--- src/rtl/int_ctrl_pkg.sv ---
// Shared constants for the interrupt controller: bus width, register offsets
// and the request FSM state encoding.
package int_ctrl_pkg;

    localparam int ARCH_WIDTH = 32;

    localparam logic [ARCH_WIDTH-1:0] INTC_BASE_ADDR = 32'h0000_F040;

    localparam logic [1:0] INTC_PEND = 2'd0;
    localparam logic [1:0] INTC_MASK = 2'd1;
    localparam logic [1:0] INTC_MODE = 2'd2;
    localparam logic [1:0] INTC_VEC  = 2'd3;

    typedef enum logic [1:0] {
        ST_IDLE    = 2'd0,
        ST_REQ     = 2'd1,
        ST_SERVICE = 2'd2
    } intc_state_e;

endpackage

--- src/rtl/int_ctrl_if.sv ---
// Register bus, request lines and CPU handshake between the IO side and the
// interrupt controller.
interface int_ctrl_if #(
    parameter int N_SRC = 8
);
    import int_ctrl_pkg::*;

    logic [N_SRC-1:0]      src;
    logic [1:0]            addr;
    logic                  we;
    logic [ARCH_WIDTH-1:0] wd;
    logic [ARCH_WIDTH-1:0] rd;
    logic                  irq;
    logic                  int_ack;

    modport master (
        output src, addr, we, wd, int_ack,
        input  rd, irq
    );

    modport slave (
        input  src, addr, we, wd, int_ack,
        output rd, irq
    );

endinterface

--- src/rtl/int_prio_enc.sv ---
// Lowest-index-wins priority encoder; valid is low when no request is set,
// in which case vec reads 0.
module int_prio_enc #(
    parameter int N_SRC = 8,
    parameter int VEC_W = 5
) (
    input  logic [N_SRC-1:0] req,
    output logic [VEC_W-1:0] vec,
    output logic             valid
);

    always_comb begin
        vec   = '0;
        valid = 1'b0;
        // Scan downward so the lowest set index is the last one written.
        for (int i = N_SRC - 1; i >= 0; i--) begin
            if (req[i]) begin
                vec   = VEC_W'(i);
                valid = 1'b1;
            end
        end
    end

endmodule

--- src/rtl/int_ctrl.sv ---
// Programmable interrupt controller: pending/mask/mode registers, a single
// registered irq to the CPU and an in-service vector cleared by EOI.
//
// state      | meaning
// ST_IDLE    | irq low, waiting for an enabled pending source
// ST_REQ     | irq high, waiting for int_ack (drops back if nothing enabled)
// ST_SERVICE | irq low, vector latched, waiting for EOI write
module int_ctrl
    import int_ctrl_pkg::*;
#(
    parameter int N_SRC = 8,
    parameter int VEC_W = 5
) (
    input  logic         clk,
    input  logic         rst,
    int_ctrl_if.slave    bus
);

    logic [N_SRC-1:0] pend, mask, mode, src_q;
    logic [N_SRC-1:0] enabled, pend_next, w1c, ack_clr, edge_set, edge_next;
    logic [N_SRC-1:0] wd_lo;
    logic [VEC_W-1:0] winner, vec;
    logic             any, in_svc, irq_r;
    logic             wr_pend, wr_mask, wr_mode, eoi, take;
    intc_state_e      state;

    assign wd_lo   = bus.wd[N_SRC-1:0];
    assign wr_pend = bus.we && (bus.addr == INTC_PEND);
    assign wr_mask = bus.we && (bus.addr == INTC_MASK);
    assign wr_mode = bus.we && (bus.addr == INTC_MODE);
    assign eoi     = bus.we && (bus.addr == INTC_VEC);
    assign take    = (state == ST_REQ) && bus.int_ack;
    assign enabled = pend & mask;

    int_prio_enc #(
        .N_SRC (N_SRC),
        .VEC_W (VEC_W)
    ) u_prio (
        .req   (enabled),
        .vec   (winner),
        .valid (any)
    );

    always_comb begin
        w1c       = wr_pend ? wd_lo : '0;
        ack_clr   = (take && any) ? (N_SRC'(1) << winner) : '0;
        edge_set  = bus.src & ~src_q;
        // A fresh edge beats any clear landing in the same cycle.
        edge_next = (pend & ~(w1c | ack_clr)) | edge_set;
        if (wr_mode) begin
            pend_next = bus.src & ~wd_lo;
        end else begin
            pend_next = (edge_next & mode) | (bus.src & ~mode);
        end
    end

    always_ff @(posedge clk) begin
        if (rst) begin
            pend  <= '0;
            mask  <= '0;
            mode  <= '0;
            src_q <= '0;
        end else begin
            pend  <= pend_next;
            src_q <= bus.src;
            if (wr_mask) mask <= wd_lo;
            if (wr_mode) mode <= wd_lo;
        end
    end

    always_ff @(posedge clk) begin
        if (rst) begin
            state  <= ST_IDLE;
            irq_r  <= 1'b0;
            vec    <= '0;
            in_svc <= 1'b0;
        end else begin
            case (state)
                ST_IDLE: begin
                    if (any) begin
                        state <= ST_REQ;
                        irq_r <= 1'b1;
                    end
                end
                ST_REQ: begin
                    if (bus.int_ack) begin
                        // With nothing enabled the encoder yields 0: a spurious ack.
                        vec    <= winner;
                        in_svc <= 1'b1;
                        state  <= ST_SERVICE;
                        irq_r  <= 1'b0;
                    end else if (!any) begin
                        state <= ST_IDLE;
                        irq_r <= 1'b0;
                    end
                end
                ST_SERVICE: begin
                    if (eoi) begin
                        in_svc <= 1'b0;
                        state  <= ST_IDLE;
                    end
                end
                default: begin
                    state <= ST_IDLE;
                    irq_r <= 1'b0;
                end
            endcase
        end
    end

    always_comb begin
        bus.rd = '0;
        case (bus.addr)
            INTC_PEND: bus.rd[N_SRC-1:0] = pend;
            INTC_MASK: bus.rd[N_SRC-1:0] = mask;
            INTC_MODE: bus.rd[N_SRC-1:0] = mode;
            INTC_VEC: begin
                bus.rd[ARCH_WIDTH-1] = in_svc;
                bus.rd[VEC_W-1:0]    = vec;
            end
            default: bus.rd = '0;
        endcase
    end

    assign bus.irq = irq_r;

endmodule

--- src/flat_wrapper.sv ---
// flat-port wrapper written by rule: the top's interface ports become plain ports
module int_ctrl_flat import int_ctrl_pkg::*;
#(
    parameter int N_SRC = 8,
    parameter int VEC_W = 5
)
  (clk, rst, bus_src, bus_addr, bus_we, bus_wd, bus_int_ack, bus_rd, bus_irq);
  int_ctrl_if #(.N_SRC(N_SRC)) bus_i ();
  input  logic clk;
  input  logic rst;
  input wire logic [$bits(bus_i.src)-1:0] bus_src;
  input wire logic [$bits(bus_i.addr)-1:0] bus_addr;
  input wire logic [$bits(bus_i.we)-1:0] bus_we;
  input wire logic [$bits(bus_i.wd)-1:0] bus_wd;
  input wire logic [$bits(bus_i.int_ack)-1:0] bus_int_ack;
  output wire logic [$bits(bus_i.rd)-1:0] bus_rd;
  output wire logic [$bits(bus_i.irq)-1:0] bus_irq;
  assign bus_i.src = bus_src;
  assign bus_i.addr = bus_addr;
  assign bus_i.we = bus_we;
  assign bus_i.wd = bus_wd;
  assign bus_i.int_ack = bus_int_ack;
  assign bus_rd = bus_i.rd;
  assign bus_irq = bus_i.irq;
  int_ctrl #(.N_SRC(N_SRC), .VEC_W(VEC_W)) u_core (.clk(clk), .rst(rst), .bus(bus_i));
endmodule
--- config.mk ---
export PLATFORM = sky130hd
export DESIGN_NAME = int_ctrl_flat
export DESIGN_NICKNAME = d
export VERILOG_FILES = /design/src/rtl/int_ctrl_pkg.sv /design/src/rtl/int_ctrl_if.sv /design/src/rtl/int_prio_enc.sv /design/src/rtl/int_ctrl.sv /design/src/flat_wrapper.sv
export SDC_FILE = /design/constraint.sdc
export NUM_CORES = 1
export LEC_CHECK = 0
export ABC_CLOCK_PERIOD_IN_PS = 1250
export BUFFER_PORTS_ARGS = -buffer_cell sky130_fd_sc_hd__buf_2
export CELL_PAD_IN_SITES_DETAIL_PLACEMENT = 0
export CELL_PAD_IN_SITES_GLOBAL_PLACEMENT = 1
export CORE_UTILIZATION = 31
export DETAILED_ROUTE_END_ITERATION = 16
export HOLD_SLACK_MARGIN = 0.08
export PLACE_DENSITY = 0.77
export SETUP_SLACK_MARGIN = 0.02
export SLEW_MARGIN = 5
export SYNTH_ARGS = -nofsm -noshare
export SYNTH_HDL_FRONTEND = slang
export SYNTH_SLANG_ARGS = --single-unit
--- constraint.sdc ---
create_clock -name clk -period 1.25 [get_ports clk]
set_input_delay 0.1875 -clock clk [delete_from_list [all_inputs] [get_ports clk]]
set_output_delay 0.1875 -clock clk [all_outputs]
set_load 0.01 [all_outputs]
==> results of run 1 <==
-- area by class of cell --
type	instances	share of cell area, %
Multi-Input combinational cell	192	41.9
Clock buffer	7	2.72
Timing Repair Buffer	88	23.2
Sequential cell	39	28.5
Tap cell	77	3.43
Clock inverter	1	0.178
-- per-stage QoR --
| stage | cell area [um2] | total power, mW | worst slack, ps |
|---|---|---|---|
| after floorplan | 2120 | 1.63 | -70.8 |
| after global placement | 2490 | 1.77 | -129 |
| after detailed placement | 2490 | 1.77 | -149 |
| after CTS | 2740 | 2.65 | -291 |
| after global routing | 2810 | 2.78 | -319 |
| final | 2810 | 2.65 | -275 |
-- registers in the layout, summed over array words and instances (netlist names) --
name / cells
u_core.state: 2
u_core.mask: 8
u_core.mode: 8
u_core.in_svc: 1
u_core.pend: 8
u_core.bus.irq: 1
u_core.vec: 3
u_core.src_q: 8
-- cell families (layout without fill, tap and decap cells) --
family / count (synthesis) / after routing / share of synthesized area, %
flops: 39 / 39 / 38.6
simple gates: 106 / 106 / 26.7
compound gates: 55 / 55 / 17.9
mux: 8 / 8 / 5.81
buf+inv: 32 / 96 / 10.8
other cells: 1 / 23 / 0.185
-- worst max-delay path: stages (launching register included) --
cell	delay, ps
dfxtp_2	330
buf_6	110
mux4_2	470
buf_6	140
-- timing repair --
| action | in CTS | in global routing |
|---|---|---|
| pin swaps | 14 | 9 |
| resized for setup | 42 | 7 |
| endpoints found under the setup margin | 16 | 19 |
| gates cloned | 0 | 0 |
| endpoints found under the hold margin | 0 | 0 |
| setup buffers | 8 | 7 |
-- placed cells by master, fill, tap and decap left out, types with 2 or more instances in the layout --
cell | synthesis | layout
nor2b_2 | 1 | 2
nor3b_2 | 1 | 2
conb_1 | 1 | 23
a21oi_1 | 27 | 26
nor2_4 | 1 | 2
a221oi_2 | 1 | 2
nand4_1 | 4 | 4
buf_2 | 4 | 28
buf_4 | 23 | 46
mux2i_1 | 5 | 4
dfxtp_2 | 0 | 14
nand3b_1 | 2 | 2
nor2b_1 | 11 | 8
nor2b_4 | 0 | 2
a21oi_2 | 1 | 2
a31o_1 | 2 | 2
clkbuf_8 | 0 | 5
nand2_1 | 44 | 42
dfxtp_1 | 39 | 24
nand3_1 | 28 | 28
clkbuf_1 | 3 | 2
o21ai_1 | 4 | 8
nor2_1 | 5 | 4
nand2_2 | 0 | 2
mux4_2 | 3 | 3
a22oi_2 | 2 | 4
buf_6 | 1 | 13
-- metal layers --
| metal | wire length (um) | vias up |
|---|---|---|
| met3 | 287 | 8 |
| met1 | 2540 | 909 |
| met5 | 0 | - |
| met4 | 82 | 0 |
| met2 | 2570 | 57 |
| li1 | - | 981 |
-- power by group --
part / switching (mW) / internal, mW
sequential: 0.0431 / 1.30
combinational: 0.239 / 0.227
clock: 0.445 / 0.392
-- how the worst min path moves through the flow --
stage                           from         endpoint  slack [ps]  cells after the start
after floorplan                  rst  u_core.src_q[2]         270                      1
after global placement    bus_src[1]  u_core.src_q[1]         420                      2
after detailed placement  bus_src[1]  u_core.src_q[1]         430                      2
after CTS                 bus_src[1]  u_core.src_q[1]         120                      2
after global routing      bus_src[1]  u_core.src_q[1]         120                      2
final                     bus_src[1]  u_core.src_q[1]         120                      2
==> results.md, run 1 <==
* Run status: finished with violations
* Failing checks: negative setup slack
* Unrepaired setup endpoints after global routing: yes
* Final Hold Fails at 0
* Total Routed Length at about 5.5 mm
* TritonCTS sink count at 39
* Yosys warnings at 0
* CP Capture Type: output port
* Finished Core Util at around 45%
* Met2 GRT Util at about 26%
* Setup violators final at 17
* Busiest layer in global routing: met2
* Final Worst Setup Slack at -275 ps
* Initial antenna violation count at 0
* Static leakage at 1.18 nW
* Area growth syn-to-layout at 38.8%
* Initial Util at between 30% and 40%
* Pwr Density at about 940 mW/mm2
* Ant. Diodes at 0
* Max cap viols at 0
* Worst Skew at 4.10 ps
* Post-Syn Area at 0.00202 mm2
* Synth Register Bits at 39
* Fill count at between 600 and 700
* First-pass GRT wire length at 8.84 mm
* CTS tree: built
* R2R Path End: u_core.pend[4]
* Post-synth EDFFs at 0
* Top Ports at around 80
* Root buffer cell: clkbuf_8
* Port bufs at 31
* CTS Buf Count at 5
* Reg area at between 800 and 900 um2
* Placeable Area at around 0.0063 mm2
* Worst reg-to-reg setup slack at -230 ps
* CTS clk-pin slew, worst paths at 70 ps
* Non-filler instance count after layout at ~400
* CP required at ~1100 ps
* Worst Path Max Fanout at 2
* M3 GR Usage at 3.48%
* Vias post-DR at around 2,000
* GRT overflow at 0
* Kind of critical path: register to output port
* Worst setup path endpoint: bus_rd[2]
* Hold_ws at ~120 ps
* Async set-or-reset flop fraction in the synthesized netlist at 0%
* H-tree lvl count at 2
* Layout cells sized above 1 at 43.1%
* Count leader, synth: nand2_1
* CP arrival at ~1300 ps
* Yosys cell types at 44
* Tcrit/Tclk final at 122%
* Max Freq at about 660 MHz
* Worst min path class: input port to register
* Die span in x at between 80 and 90 um
* Post-layout net count at approximately 370
* Area fraction of the dominant cell type after synthesis at approximately two fifths
* Wire per inst at approximately 14 um
* DRT iter0 DRCs at 100
* Cell row count at 29
* Max Transition Viols Final at 0
* Worst r2r path cells at 7
* Die ar. at 0.00686 mm2
* Via count of the first global-routing pass at 1,816
* Die height at roughly 83 um
* Setup crit start kind: register
* Post-Synthesis Cells at 241
* VDD IR-drop max at 0.000416 V
* M1 GR Usage at a little over a fifth
* Placed Cells at between 300 and 400
* Vias/cell at around 4.8
* CP Launch Point: u_core.mask[2]
* DP HPWL at 4.02 mm
* Clock Path Buffers at 2
* Sequential share of the synthesized area at between 30% and 40%
* DR pass1 iterations at 4
* Routed Antenna Nets at 0
* Synth cell count leaders: nand2_1, dfxtp_1, nand3_1
* Top post-synthesis cells by area: dfxtp_1, buf_4, nand2_1
* FF-to-FF Start: u_core.mask[2]
* DRC at 0
* Total Routing Usage GR at 16.1%
* Gpl congestion at approximately 0.9
* Ys flop type: dfxtp_1
* Multi-input logic area at roughly 0.0012 mm2
* Synth area leader: dfxtp_1
* Tmin final at about 1500 ps
* Skew-Pair Late Insertion Delay at 290 ps
* Largest net degree at the start of global routing at 14
* Setup TNS at -2000 ps
* Cts hold-fix bufs at 0
* Avg Cell Area, Syn at ~8.4 um2
Power figures use the tool's default switching activity.
==> run 2: changes to the inputs <==
Settings changed: ABC_CLOCK_PERIOD_IN_PS 1250 to 1950, CORE_UTILIZATION 31 to 37, PLACE_DENSITY 0.77 to 0.86, SLEW_MARGIN 5 to 20.
Clock period 1.25 ns to 1.95 ns, I/O delays scaled along.
==> results.md, run 2 (synthesized netlist as in run 1, its figures left out) <==
* Final Hold Fails at 0 (unchanged)
* Post-layout net count at 323 (was 372)
* CP Capture Type: output port (unchanged)
* Setup TNS at 0 ps (was -2000 ps)
* Root buffer cell: clkbuf_8 (unchanged)
* Cts hold-fix bufs at 0 (unchanged)
* Total Routing Usage GR at 16.6% (was 16.1%)
* Worst Path Max Fanout at 10 (was 2)
* Unrepaired setup endpoints after global routing: no (was yes)
* Logic gate share of total power at 12.3% (was 17.6%)
* Sequential power share at 52.0% (was 50.8%)
* Top Ports at 79 (unchanged)
* VDD IR-drop max at 0.000305 V (was 0.000416 V)
* Max cap viols at 0 (unchanged)
* Layout cells sized above 1 at 22.3% (was 43.1%)
* Switching power at 427 uW (was 727 uW)
* Cell row count at 26 (was 29)
* Total power draw at 1.66 mW (was 2.65 mW)
* Most frequent cells in the layout: nand2_1, dfxtp_1, buf_2, nand3_1, a21oi_1 (was buf_4, nand2_1, nand3_1, buf_2, a21oi_1)
* Worst Skew at 4.35 ps (was 4.10 ps)
* GRT overflow at 0 (unchanged)
* H-tree lvl count at 2 (unchanged)
* Tmin final at 1660 ps
* Setup crit start kind: input port (was register)
* Initial Util at 39.1% (was 32.1%)
* CP required at 1660 ps (was 1060 ps)
* CP arrival at 1360 ps (was 1340 ps)
* Largest net degree at the start of global routing at 21 (was 14)
* Die height at 76.0 um (was 82.8 um)
* Static leakage at 0.913 nW (was 1.18 nW)
* Area growth syn-to-layout at 13.2% (was 38.8%)
* DR pass1 iterations at 5 (was 4)
* TritonCTS sink count at 39 (unchanged)
* Max Freq at 604 MHz
* Vias post-DR at 1,770 (was 1,955)
* Pwr Density at 726 mW/mm2 (was 942 mW/mm2)
* Skew-Pair Late Insertion Delay at 290 ps (about the same)
* Via count of the first global-routing pass at 1,621 (was 1,816)
* Fill count at 520 (was 644)
* Switching Fraction at 25.7% (was 27.4%)
* First-pass GRT wire length at 7.54 mm (was 8.84 mm)
* Die span in x at 76.0 um (was 82.8 um)
* PostCTS Resize Cnt at 0 (was 42)
* Max Transition Viols Final at 0 (unchanged)
* Vias/cell at 5.09 (was 4.84)
* DRT iter0 DRCs at 100 (unchanged)
* Clock network power share at 35.7% (was 31.6%)
* Port bufs at 31 (unchanged)
* CTS clk-pin slew, worst paths at 70 ps (about the same)
* CTS tree: built (unchanged)
* Die ar. at 0.00577 mm2 (was 0.00686 mm2)
* Total Routed Length at 4.61 mm (was 5.47 mm)
* Gpl congestion at 0.870 (was 0.894)
* Tcrit/Tclk final at between 80 and 90%
* Commonest non-fill, non-tap cell in the layout: nand2_1 (was buf_4)
* P_int at 1.24 mW (was 1.92 mW)
* Clock Path Buffers at 2 (unchanged)
* CTS Buf Count at 5 (unchanged)
* Ant. Diodes at 0 (unchanged)
* DP HPWL at 3.41 mm (was 4.02 mm)
* Initial antenna violation count at 0 (unchanged)
* DRC at 0 (unchanged)
* Buffer count from post-CTS setup fixing at 0 (was 8)
* Routed Antenna Nets at 0 (unchanged)
* Placeable Area at 0.00517 mm2 (was 0.00631 mm2)
* Wire per inst at 13.3 um (was 13.5 um)
* Worst min path class: input port to register (unchanged)
* Kind of critical path: input port to output port (was register to output port)
* Setup violators final at 0 (was 17)
* Run status: complete, no violations (was finished with violations)
* Worst reg-to-reg setup slack at 450 ps (was -230 ps)
==> run 2: cell types whose count changed in the layout (fill, tap and decap cells not counted), moves of 2 or more <==
cell | previous run | this run
buf_4 | 46 | 8
nor2b_4 | 2 | 0
nor2b_1 | 8 | 11
dfxtp_2 | 14 | 0
buf_6 | 13 | 0
o21ai_0 | 1 | 6
dfxtp_1 | 24 | 39
buf_2 | 28 | 31
o21ai_1 | 8 | 4
a22oi_1 | 0 | 2
nand2_2 | 2 | 0
a22oi_2 | 4 | 2
nand2_1 | 42 | 44
clkbuf_8 | 5 | 7
==> run 2: power by group through the flow <==
stage | clock network [mW] | registers, mW | logic (mW)
floorplan | 0 | 0.875 | 0.165
global placement | 0 | 0.881 | 0.202
detailed placement | 0 | 0.882 | 0.204
CTS | 0.611 | 0.864 | 0.205
global route | 0.637 | 0.868 | 0.225
finish | 0.594 | 0.865 | 0.204
==> run 2: final timing paths <==
check,startpoint,to,depth (start not counted)
hold reg to reg,u_core.vec[1],u_core.vec[1],2
setup reg to reg,u_core.mask[0],u_core.pend[2],5
setup / recovery,bus_addr[1],bus_rd[3],7
hold / removal,bus_src[1],u_core.src_q[1],2
==> run 2: layout make-up <==
class                   count  area (um2)  area share [%]
flip-flops and latches     39         781            34.1
repair buffers             39         215            9.39
well taps                  70        87.6            3.82
multi-input cells         192        1110            48.3
clock buffers               8         100            4.37
==> run 2: through the flow <==
stage	util [%]	std cells	area, um2	hold slack, ps	setup WS (ps)
after floorplan	-	263	2110	376	579
after global placement	42.4	340	2190	443	315
after detailed placement	42.4	340	2190	451	330
after CTS	44.3	348	2290	218	314
after global routing	44.3	348	2290	229	159
final	44.3	348	2290	223	295
==> run 2: per-layer routing <==
metal / global-route usage [%] / routed length, um / part of all wire, % / vias to the layer above
met5: 0 / 0 / 0 / -
met1: 20.9 / 2160 / 47 / 829
met3: 3.59 / 213 / 4.6 / 6
met4: 5.77 / 64 / 1.4 / 0
met2: 28.0 / 2170 / 47 / 51
li1: - / - / - / 884
==> run 2: critical path, stage by stage <==
cell and delay [ps]:
buf_2 180, buf_4 200, nor2b_1 150, buf_4 200, nand2_1 70, o21ai_0 90, buf_2 170
==> run 3: changes to the inputs <==
Settings changed: ABC_AREA set to 1, ABC_CLOCK_PERIOD_IN_PS 1950 to 1500, CORE_UTILIZATION 37 to 30, PLACE_DENSITY 0.86 to 0.77.
Clock period 1.95 ns to 1.5 ns, I/O delays scaled along.
==> results.md, run 3 <==
* DP HPWL at 3.98 mm (was 3.41 mm)
* First-pass GRT wire length at 8.28 mm (was 7.54 mm)
* Count leader, synth: nand2_1 (unchanged)
* Largest net degree at the start of global routing at 17 (was 21)
* Die span in x at 86.4 um (was 76.0 um)
* CP arrival at 1570 ps (was 1360 ps)
* Cts hold-fix bufs at 0 (unchanged)
* Synth Register Bits at 39 (unchanged)
* Crit-path cells: nand2_2, nand2_2, nor2_4, nand2_2, nor2_4, nand4_1, nand2_1, nand2_1, nand2_1, nand2_1 (was buf_2, buf_4, nor2b_1, buf_4, nand2_1, o21ai_0, buf_2)
* Setup crit start kind: register (was input port)
* Die ar. at 0.00746 mm2 (was 0.00577 mm2)
* Tmin final at roughly 1400 ps
* Max Transition Viols Final at 0 (unchanged)
* Setup violators final at 0 (unchanged)
* DR pass1 iterations at 4 (was 5)
* CP required at 1690 ps (was 1660 ps)
* Fill count at 778 (was 520)
* Worst Skew at 4.12 ps (was 4.35 ps)
* Vias post-DR at 1,939 (was 1,770)
* Skew-Pair Late Insertion Delay at 290 ps (about the same)
* Initial antenna violation count at 0 (unchanged)
* CP most frequent cell: nand2_1
* Area growth syn-to-layout at 18.4% (was 13.2%)
* CTS clk-pin slew, worst paths at 70 ps (about the same)
* Max cap viols at 0 (unchanged)
* GRT overflow at 0 (unchanged)
* Total power draw at 2.28 mW (was 1.66 mW)
* Top post-synthesis cells by area: dfxtp_1, nand2_1, buf_4 (was dfxtp_1, buf_4, nand2_1)
* Static leakage at 1.24 nW (was 0.913 nW)
* Avg Cell Area, Syn at 6.75 um2 (was 8.40 um2)
* Async set-or-reset flop fraction in the synthesized netlist at 0% (unchanged)
* Gpl congestion at 0.847 (was 0.870)
* H-tree lvl count at 2 (unchanged)
* Port bufs at 31 (unchanged)
* Post-synth EDFFs at 0 (unchanged)
* Most frequent cells in the layout: nand2_1, inv_1, dfxtp_1, buf_2, conb_1 (was nand2_1, dfxtp_1, buf_2, nand3_1, a21oi_1)
* Min-delay src: bus_we (was bus_src[1])
* CP peak stage delay at 330 ps (was 200 ps)
* Via count of the first global-routing pass at 1,732 (was 1,621)
* Commonest non-fill, non-tap cell in the layout: nand2_1 (unchanged)
* Yosys cell types at 24 (was 44)
* CP Launch Point: u_core.pend[1] (was bus_addr[1])
* CTS tree: built (unchanged)
* Tcrit/Tclk final at between 90% and 100%
* TritonCTS sink count at 39 (unchanged)
* Sequential share of the synthesized area at 36.6% (was 38.6%)
* Total Routing Usage GR at 14.6% (was 16.6%)
* Routed Antenna Nets at 0 (unchanged)
* Wire per inst at 11.3 um (was 13.3 um)
* Layout cells sized above 1 at 22.9% (was 22.3%)
* DRT iter0 DRCs at 78 (was 100)
* Ys flop type: dfxtp_1 (unchanged)
* Pwr Density at 900 mW/mm2 (was 726 mW/mm2)
* Run status: complete, no violations (unchanged)
* Final Hold Fails at 0 (unchanged)
* Hold_ws at 138 ps (was 223 ps)
* Max Freq at approximately 730 MHz
* Total Routed Length at 5.17 mm (was 4.61 mm)
* Slowest CP cell: dfxtp_1 (was buf_4)
* VDD IR-drop max at 0.000293 V (was 0.000305 V)
* DRC at 0 (unchanged)
* Area fraction of the dominant cell type after synthesis at 36.6% (was 38.6%)
* Synth area leader: dfxtp_1 (unchanged)
* Initial Util at 31.2% (was 39.1%)
* Post-Synthesis Cells at 316 (was 241)
* Top Ports at 79 (unchanged)
* Kind of critical path: register to register (was input port to output port)
* Synth cell count leaders: nand2_1, inv_1, dfxtp_1 (was nand2_1, dfxtp_1, nand3_1)
* Worst Path Max Fanout at 4 (was 10)
* Ant. Diodes at 0 (unchanged)
* CP Capture Type: register (was output port)
* Clock Path Buffers at 2 (unchanged)
* Die height at 86.4 um (was 76.0 um)
* Worst min path class: input port to register (unchanged)
* Unrepaired setup endpoints after global routing: yes (was no)
* Post-Syn Area at 0.00213 mm2 (was 0.00202 mm2)
* Post-layout net count at 408 (was 323)
* Cell row count at 30 (was 26)
* Placeable Area at 0.00683 mm2 (was 0.00517 mm2)
* FF-to-FF Start: u_core.pend[1] (was u_core.mask[0])
* Yosys warnings at 0 (unchanged)
* Vias/cell at 4.22 (was 5.09)
* Root buffer cell: clkbuf_8 (unchanged)
* CTS Buf Count at 5 (unchanged)
run 3: cell families (layout without fill, tap and decap cells):
kind of cell | Yosys count | count (layout) | share of synthesized area (%)
and+or+nand+nor | 156 | 156 | 31.6
other | 1 | 23 | 0.176
buffers and inverters | 75 | 100 | 17.7
AOI/OAI and AO/OA | 45 | 45 | 14.0
DFF | 39 | 39 | 36.6
run 3: layout make-up:
type,instances,area (um2),area share [%]
multi-input combinational,224,1090,43.1
sequential,39,782,30.9
timing repair buffer,45,260,10.3
inverter,47,176,6.98
tap,96,120,4.75
clock buffer,8,100,3.96
run 3: what timing repair did:
action | 4_1_cts | 5_1_grt
buffers inserted | 0 | 0
endpoints found under the setup margin | 0 | 9
endpoints found under the hold margin | 0 | 0
resized for setup | 0 | 11
run 3: worst max-delay path: cells and delay by family, from the launching register on:
kind / cells / cell delay, ps
flip-flops: 1 / 330
AND/OR/NAND/NOR: 10 / 940
run 3: path summary, 6_finish.rpt:
check	slack, ps	depth (start not counted)	endpoint
worst max register to register	120	10	u_core.pend[5]
worst min-delay path	140	2	u_core.in_svc
worst max-delay path	120	10	u_core.pend[5]
worst min register to register	460	2	u_core.bus.irq
run 3: power breakdown:
part           switching (mW)  leakage, nW  internal (mW)  total [mW]
clock                   0.363       0.0515          0.420       0.783
combinational           0.229        0.871          0.129       0.358
sequential             0.0374        0.321           1.10        1.13
run 3: layer usage:
| metal | wire (um) | vias up | part of all wire [%] | track usage [%] |
|---|---|---|---|---|
| met5 | 0 | - | 0 | 0 |
| met4 | 62 | 0 | 1.2 | 4.55 |
| met3 | 247 | 5 | 4.8 | 3.43 |
| met2 | 2390 | 42 | 46 | 23.6 |
| met1 | 2470 | 853 | 48 | 19.3 |
| li1 | - | 1039 | - | - |
run 3: stage by stage:
stage	std cells	utilization, %	TNS (ps)	setup slack, ps	cell area [um2]
3_5_place_dp	451	35.1	0	70.8	2400
6_report	459	37.0	0	123	2530
3_3_place_gp	451	35.1	0	77.8	2400
5_1_grt	459	37.0	-7.94	-7.94	2530
2_1_floorplan	338	-	0	265	2220
4_1_cts	459	36.5	0	58.3	2500
